==> src/rtl/mem_arb_pkg.sv <==
// Shared types and defaults for the round-robin RAM arbiter.
package mem_arb_pkg;

  // Transaction phases: grant/issue, optional read latency wait, response pulse.
  typedef enum logic [1:0] {
    StIdle,
    StIssue,
    StWait,
    StResp
  } state_e;

  localparam int unsigned DefaultAw = 8;
  localparam int unsigned DefaultDw = 8;

endpackage

==> src/rtl/rr_pick.sv <==
// Combinational round-robin priority encoder: first requester after `last`.
module rr_pick #(
  parameter int unsigned NCORES = 2,
  localparam int unsigned IdxW = $clog2(NCORES)
) (
  input  logic [NCORES-1:0] req,
  input  logic [IdxW-1:0]   last,
  output logic [NCORES-1:0] win,
  output logic [IdxW-1:0]   win_idx
);

  // Scan from last+1 modulo NCORES; the first set bit wins.
  always_comb begin
    logic        found;
    int unsigned idx;
    win     = '0;
    win_idx = '0;
    found   = 1'b0;
    idx     = 0;
    for (int unsigned off = 1; off <= NCORES; off++) begin
      idx = (int'(last) + off) % NCORES;
      if (!found && req[idx]) begin
        found        = 1'b1;
        win[idx]     = 1'b1;
        win_idx      = IdxW'(idx);
      end
    end
  end

endmodule

==> src/rtl/mem_rr_arbiter.sv <==
// Round-robin arbiter sharing one single-port synchronous RAM among NCORES cores.
module mem_rr_arbiter
  import mem_arb_pkg::*;
#(
  parameter int unsigned NCORES = 2,
  parameter int unsigned AW     = DefaultAw,
  parameter int unsigned DW     = DefaultDw,
  parameter int unsigned RD_LAT = 1
) (
  input  logic                 clk,
  input  logic                 rst_n,
  input  logic [NCORES-1:0]    req,
  input  logic [NCORES-1:0]    we,
  input  logic [NCORES*AW-1:0] addr,
  input  logic [NCORES*DW-1:0] wdata,
  output logic [NCORES-1:0]    gnt,
  output logic [NCORES-1:0]    done,
  output logic [DW-1:0]        rdata,
  output logic                 busy,
  output logic [AW-1:0]        ram_addr,
  output logic [DW-1:0]        ram_din,
  output logic                 ram_wren,
  input  logic [DW-1:0]        ram_q
);

  localparam int unsigned IdxW = $clog2(NCORES);
  localparam int unsigned CntW = $clog2(RD_LAT + 1);

  state_e              state_q, state_d;
  logic [IdxW-1:0]     last_q, last_d;
  logic [NCORES-1:0]   gnt_q, gnt_d;
  logic [NCORES-1:0]   done_q, done_d;
  logic [DW-1:0]       rdata_q, rdata_d;
  logic [AW-1:0]       addr_q, addr_d;
  logic [DW-1:0]       din_q, din_d;
  logic                wren_q, wren_d;
  logic                we_q, we_d;
  logic [CntW-1:0]     cnt_q, cnt_d;

  logic [NCORES-1:0]   win;
  logic [IdxW-1:0]     win_idx;

  rr_pick #(
    .NCORES (NCORES)
  ) u_pick (
    .req     (req),
    .last    (last_q),
    .win     (win),
    .win_idx (win_idx)
  );

  // Next-state logic: FSM, command latch and read-latency counter.
  always_comb begin
    state_d = state_q;
    last_d  = last_q;
    gnt_d   = gnt_q;
    done_d  = '0;
    rdata_d = rdata_q;
    addr_d  = addr_q;
    din_d   = din_q;
    wren_d  = 1'b0;
    we_d    = we_q;
    cnt_d   = cnt_q;
    unique case (state_q)
      StIdle: begin
        if (|req) begin
          state_d = StIssue;
          gnt_d   = win;
          last_d  = win_idx;
          we_d    = we[win_idx];
          wren_d  = we[win_idx];
          addr_d  = addr[win_idx*AW +: AW];
          din_d   = wdata[win_idx*DW +: DW];
        end
      end
      StIssue: begin
        if (we_q || RD_LAT == 1) begin
          state_d = StResp;
          done_d  = gnt_q;
        end else begin
          state_d = StWait;
          cnt_d   = CntW'(RD_LAT - 1);
        end
      end
      StWait: begin
        if (cnt_q <= CntW'(1)) begin
          state_d = StResp;
          done_d  = gnt_q;
          cnt_d   = '0;
        end else begin
          cnt_d = cnt_q - CntW'(1);
        end
      end
      StResp: begin
        state_d = StIdle;
        gnt_d   = '0;
        if (!we_q) rdata_d = ram_q;
      end
      default: state_d = StIdle;
    endcase
  end

  // State registers with asynchronous active-low reset.
  always_ff @(posedge clk or negedge rst_n) begin
    if (!rst_n) begin
      state_q <= StIdle;
      last_q  <= IdxW'(NCORES - 1);
      gnt_q   <= '0;
      done_q  <= '0;
      rdata_q <= '0;
      addr_q  <= '0;
      din_q   <= '0;
      wren_q  <= 1'b0;
      we_q    <= 1'b0;
      cnt_q   <= '0;
    end else begin
      state_q <= state_d;
      last_q  <= last_d;
      gnt_q   <= gnt_d;
      done_q  <= done_d;
      rdata_q <= rdata_d;
      addr_q  <= addr_d;
      din_q   <= din_d;
      wren_q  <= wren_d;
      we_q    <= we_d;
      cnt_q   <= cnt_d;
    end
  end

  // RAM output is registered inside the RAM and stable for the whole RESP cycle,
  // so it is forwarded directly there and held in rdata_q afterwards.
  always_comb begin
    rdata = rdata_q;
    if (state_q == StResp && !we_q) rdata = ram_q;
  end

  assign gnt      = gnt_q;
  assign done     = done_q;
  assign busy     = (state_q != StIdle);
  assign ram_addr = addr_q;
  assign ram_din  = din_q;
  assign ram_wren = wren_q;

endmodule
==> config.mk <==
export PLATFORM = sky130hd
export DESIGN_NAME = mem_rr_arbiter
export DESIGN_NICKNAME = d
export VERILOG_FILES = /design/src/rtl/mem_arb_pkg.sv /design/src/rtl/rr_pick.sv /design/src/rtl/mem_rr_arbiter.sv
export SDC_FILE = /design/constraint.sdc
export NUM_CORES = 1
export LEC_CHECK = 0
export BUFFER_PORTS_ARGS = -buffer_cell sky130_fd_sc_hd__buf_4
export CAP_MARGIN = 40
export CORE_UTILIZATION = 42
export CTS_CLUSTER_DIAMETER = 60
export DETAILED_ROUTE_END_ITERATION = 12
export HOLD_SLACK_MARGIN = 0.02
export PLACE_DENSITY = 0.76
export SYNTH_ARGS = -nofsm -noshare
export SYNTH_HDL_FRONTEND = slang
export SYNTH_HIERARCHICAL = 1
export SYNTH_SLANG_ARGS = --single-unit
==> constraint.sdc <==
create_clock -name clk -period 1.5 [get_ports clk]
set_input_delay 0.15 -clock clk [delete_from_list [all_inputs] [get_ports clk]]
set_output_delay 0.15 -clock clk [all_outputs]
set_load 0.01 [all_outputs]
# Word-level counts from Yosys, hierarchy flattened
# Cells that the tools add are included.
[word_totals]
regBits = 34
latchBits = 0
mem_bits_rw = 0
mem_bits_ro = 0
inputBits = 46
wordCells = 68
memories = 0
[op_classes]
add_sub_neg = 3
n_mul = 0
div = 0
n_lt_le_gt_ge = 6
n_eq_ne = 5
n_shift = 2
mux = 26
bitwise = 2
reduce_logical = 14
[op_table]
columns = ["operator", "count"]
rows = [
  ["$shiftx A16 B5 Y8", 2],
  ["$mux W1", 14],
  ["$mux W2", 6],
  ["$mux W8", 1],
  ["$pmux W2 S2", 2],
  ["$pmux W2 S4", 1],
  ["$reduce_and A2 Y1", 4],
  ["$lt A1 B2 Y1 const B", 3],
  ["$eq A2 B2 Y1 const B", 2],
  ["$logic_and A1 B1 Y1", 4],
  ["$ne A2 B2 Y1 const B", 2],
  ["$reduce_bool A2 Y1", 2],
  ["$add A1 B1 Y1 const B", 2],
  ["$demux W1 S1", 2],
  ["$eq A2 B1 Y1 const B", 1],
  ["$ge A1 B1 Y1 const B", 2],
  ["$logic_not A1 Y1", 2],
  ["$logic_not A2 Y1", 1],
  ["$or A2 B2 Y2", 1],
  ["$reduce_or A2 Y1", 1],
  ["$le A1 B1 Y1 const B", 1],
  ["$not A1 Y1", 1],
  ["$sub A1 B1 Y1 const B", 1],
]

# Longest topological paths before layout
[depth]
word_depth = 11
mapped_depth = 6
depth_no_buf = 4

# Hierarchy
# Netlist, hierarchy kept.
[by_module_without_submodules]
columns = ["mod", "instances", "cells_per_inst", "area_per_inst_um2", "seq_area_each_um2"]
rows = [
  ["mem_rr_arbiter", 1, 109, 1634.1, 827.0],
  ["rr_pick", 1, 4, 26.3, 0.0],
]

# Least setup slack after synthesis
# Ideal clock, no wire load.
[synth_timing]
kind = "flip-flop to flip-flop"
start = "register last_q"
end = "register addr_q[0], in the netlist ram_addr[0]"
setup_time_ns = 0.125
arrival_time_ns = 1.435
t_required_ns = 1.375
setup_slack_ns = -0.061
path_stages_with_launch = 6
n_path_buf = 2
path_cell_list = "dfstp_2 a21boi_0 buf_6 buf_12 mux2_4 mux2_4"
[synth_between]
elab_chain_cells = 8
[synth_rtl]
columns = ["item", "line", "text"]
rows = [
  ["start: declaration", "mem_rr_arbiter.sv:30", "logic [IdxW-1:0] last_q, last_d;"],
  ["start signal: assignment", "mem_rr_arbiter.sv:107", "last_q <= IdxW'(NCORES - 1);"],
  ["start signal: assignment", "mem_rr_arbiter.sv:118", "last_q <= last_d;"],
  ["$add A1 B1 Y1", "rr_pick.sv:21", "idx = (int'(last) + off) % NCORES;"],
  ["$mux W1 (not written as such) (2 in a row)", "rr_pick.sv:22", "if (!found && req[idx]) begin"],
  ["$mux W1", "rr_pick.sv:22", ""],
  ["$logic_not A1 Y1", "rr_pick.sv:22", ""],
  ["$logic_and A1 B1 Y1", "rr_pick.sv:22", ""],
  ["$mux W1 *", "rr_pick.sv:22", ""],
  ["net win_idx", "mem_rr_arbiter.sv:41", "logic [IdxW-1:0] win_idx;"],
  ["$shiftx A16 B5 Y8 *", "mem_rr_arbiter.sv:72", "addr_d = addr[win_idx*AW +: AW];"],
  ["end signal: assignment", "mem_rr_arbiter.sv:122", "addr_q <= addr_d;"],
  ["end: declaration", "mem_rr_arbiter.sv:34", "logic [AW-1:0] addr_q, addr_d;"],
]
# The timed path passes the listed nets; every way through them passes the cells marked *. The select of a mux whose other input is x is not followed.
# A chain may end at the register's enable or synchronous reset.

# Final worst setup path
[layout_timing]
start = "register state_q[1]"
end = "output rdata[6]"
[layout_between]
elab_chain_cells = 3
[layout_rtl]
columns = ["item", "line", "text"]
rows = [
  ["start: declaration", "mem_rr_arbiter.sv:29", "state_e state_q, state_d;"],
  ["start signal: assignment", "mem_rr_arbiter.sv:106", "state_q <= StIdle;"],
  ["start signal: assignment", "mem_rr_arbiter.sv:117", "state_q <= state_d;"],
  ["$eq A2 B2 Y1", "mem_rr_arbiter.sv:134", "if (state_q == StResp && !we_q) rdata = ram_q;"],
  ["$logic_and A1 B1 Y1", "mem_rr_arbiter.sv:134", ""],
  ["$mux W8", "mem_rr_arbiter.sv:134", ""],
  ["end: declaration", "mem_rr_arbiter.sv:18", "output logic [DW-1:0] rdata,"],
]
# No other way between the ends.

==> metrics <==
outcome=complete, but fails checks; failing checks=setup timing; crit path DAT=1500 ps; actual slew at the worst max-slew pin=419.5 ps; number of core rows=22; adder-cell share of the synthesized area=3.014%; Starting Density=44.68%; pre-CTS WS=-95.09 ps; worst hold path class=in2reg; RePlAce Congestion=0.7089; Reg clk slew, reported paths=70 ps; Detail Route Antenna Nets=0; Post-synth ARST share=100.0%; CP Class=reg2out; flop-to-flop setup slack=-60 ps; hold path endpoint=rdata_q[7]$_DFFE_PN0N_; initial antenna violation count=0; FMAX=607.6 MHz; final setup margin=-145.7 ps; Routed Wire Length=4011 um; wire per inst=15.31 um; share of synthesized area occupied by flip-flops and latches=49.81%; Layout area overhead=63.38%; P per Cell Area=1926 nW/um^2; RSZ-0062 raised after global routing=yes; CTS tree=built; GRT Resource Usage Total=19.83%; DRT Pass-1 Iters=3; clk_lat worst skew=280 ps; Final Setup Violations=22; Leak Pwr=1.393 nW; Hold Path Stages=2; initial drt markers=41; n_diodes=0; peak supply drop=0.0009127 V; Worst Setup End Kind=output pin; Mapped Cells=113; FF-to-FF path depth=4; global-route wire length before repair=6230 um; Max Cap Viol=0; Startpoint Class=register; commonest non-fill, non-tap cell in the layout=buf_4; Mapped Nets=163; final std cells w/o fill=262; Die Height=64.88 um; flops & latches, synth=33; nets@finish=263; Mean Syn Cell Area=14.69 um^2; clk buf depth=2; # DRC=0; Slew HR=72.03%; CTS buffer count=5; Power Total=5.225 mW; Inst Count DP=239; drt via density=4.905; reg2reg end=ram_addr[1]$_DFFE_PN0P_; final slew viol count=0; Yosys cell types=24; layout cell share with drive strength beyond 1=73.36%; final core occ=73.00%; xor-xnor portion of the synthesized cell area=0%; number of synthesized flops with an enable pin=0; synth warn=6; Synth Area in Compound Gates=3.994%; simple-gate share of the synthesized area=4.371%; CP required=1350 ps; Top Ports=76; Die Wd=64.88 um; hold wc startpoint=ram_q[7]; core region area=3716 um^2; Clock Skews=5.227 ps; dominant synthesized flop cell=dfrtp_1; Die ar.=4209 um^2; crit-path max FO=8; final hold vios=0; vias in the first global route=1,409; reg2reg start=last_q$_DFFE_PN1P_; IO Port Bufs=75; commonest cells after routing, fill and taps aside=buf_4, mux2_4, dfrtp_1, mux2_2, buf_6; Final HPWL DP=2618 um; root buf cell=clkbuf_8; maximum level of the CTS H-tree=2; largest family of logic cells by synthesized area=multiplexers; Mapped Area=1660 um^2; Num Clock Sinks=33; vias post-DR=1,285; largest net degree at the start of global routing=34; remaining global-route overflow=0; post-synthesis mux area share=33.69%; Final Critical Period=1646 ps; Period Utilization, post-route=109.7%
[power breakdown]
part	internal [mW]	switching [mW]	total, mW
Combinational	1.92	1.09	3.02
Clock	0.321	0.320	0.641
Sequential	1.33	0.239	1.57
Total	3.57	1.65	5.23
[synth_stat cells, types with 2 or more instances]
library cell  count  share of area (%)
dfrtp_1          32                 48
mux2_2           27                 18
mux2_4           15                 14
inv_1             7                1.6
ha_1              4                3.0
mux2i_1           3                1.8
nor2_1            3               0.68
a21boi_0          2               0.90
nand2_1           2               0.45
nand4bb_1         2                1.4
o211ai_1          2               0.90
or3b_2            2                1.1
[worst max-delay path by stage]
stage                     slack [ps]                      end  depth (start not counted)                    from
after floorplan                  -20  ram_addr[0]$_DFFE_PN0P_                          5      last_q$_DFFE_PN1P_
after global placement           -20                 rdata[3]                          4  state_q[0]$_DFFE_PN0P_
after detailed placement        -100                 rdata[6]                          4  state_q[1]$_DFFE_PN0P_
after CTS                       -160                 rdata[6]                          4  state_q[1]$_DFFE_PN0P_
after global routing            -200                 rdata[5]                          4  state_q[1]$_DFFE_PN0P_
final                           -150                 rdata[6]                          4  state_q[1]$_DFFE_PN0P_
[routing by layer]
layer	vias up	GRT usage, %	share of wire, %
met2	57	38.15	55
met4	0	6.944	1.2
met1	628	20.11	37
met3	5	5.282	6.7
met5	-	0	0
li1	595	-	-
[stage by stage]
step	instance area, um^2	hold WS [ps]	TNS [ps]
floorplan	1669	-145.6	-123.6
global placement	2331	105.9	-177.6
detailed placement	2331	117.4	-710.8
CTS	2580	118.5	-1237
global route	2713	120.8	-2661
finish	2713	126.2	-1607
[cells by family after synthesis]
family          count (synthesis)
compound gates                  8
fa+ha+maj                       4
buf+inv                        12
flops                          33
mux                            45
simple gates                   11
[final cells by class]
type | instances | area, um^2
fillers | 237 | 1003
multi-input cells | 68 | 867.1
repair buffers | 98 | 844.6
flip-flops and latches | 33 | 827.0
clock buffers | 6 | 72.57
well taps | 48 | 60.06
inverters | 7 | 31.28
clock inverters | 2 | 10.01
[flip-flops by register name, summed over array words and instances, names as in the netlist, 2 cells and up]
register	count
rdata_q	8
ram_din	8
gnt	2
ram_addr	8
done	2
state_q	2
[worst max-delay path: stages (launching register included)]
cell and delay [ps]:
dfrtp_1 410, ha_4 180, nand2b_4 160, mux2_4 330, buf_6 120
[timing repair]
item                                    CTS  global route
gates cloned                              0             2
endpoints found under the hold margin    32             0
setup buffers                             9             3
pin swaps                                 2             1
resized for setup                        25            13
hold buffers                              1             0
endpoints found under the setup margin   11            21
(Power assumes the default switching activity.)
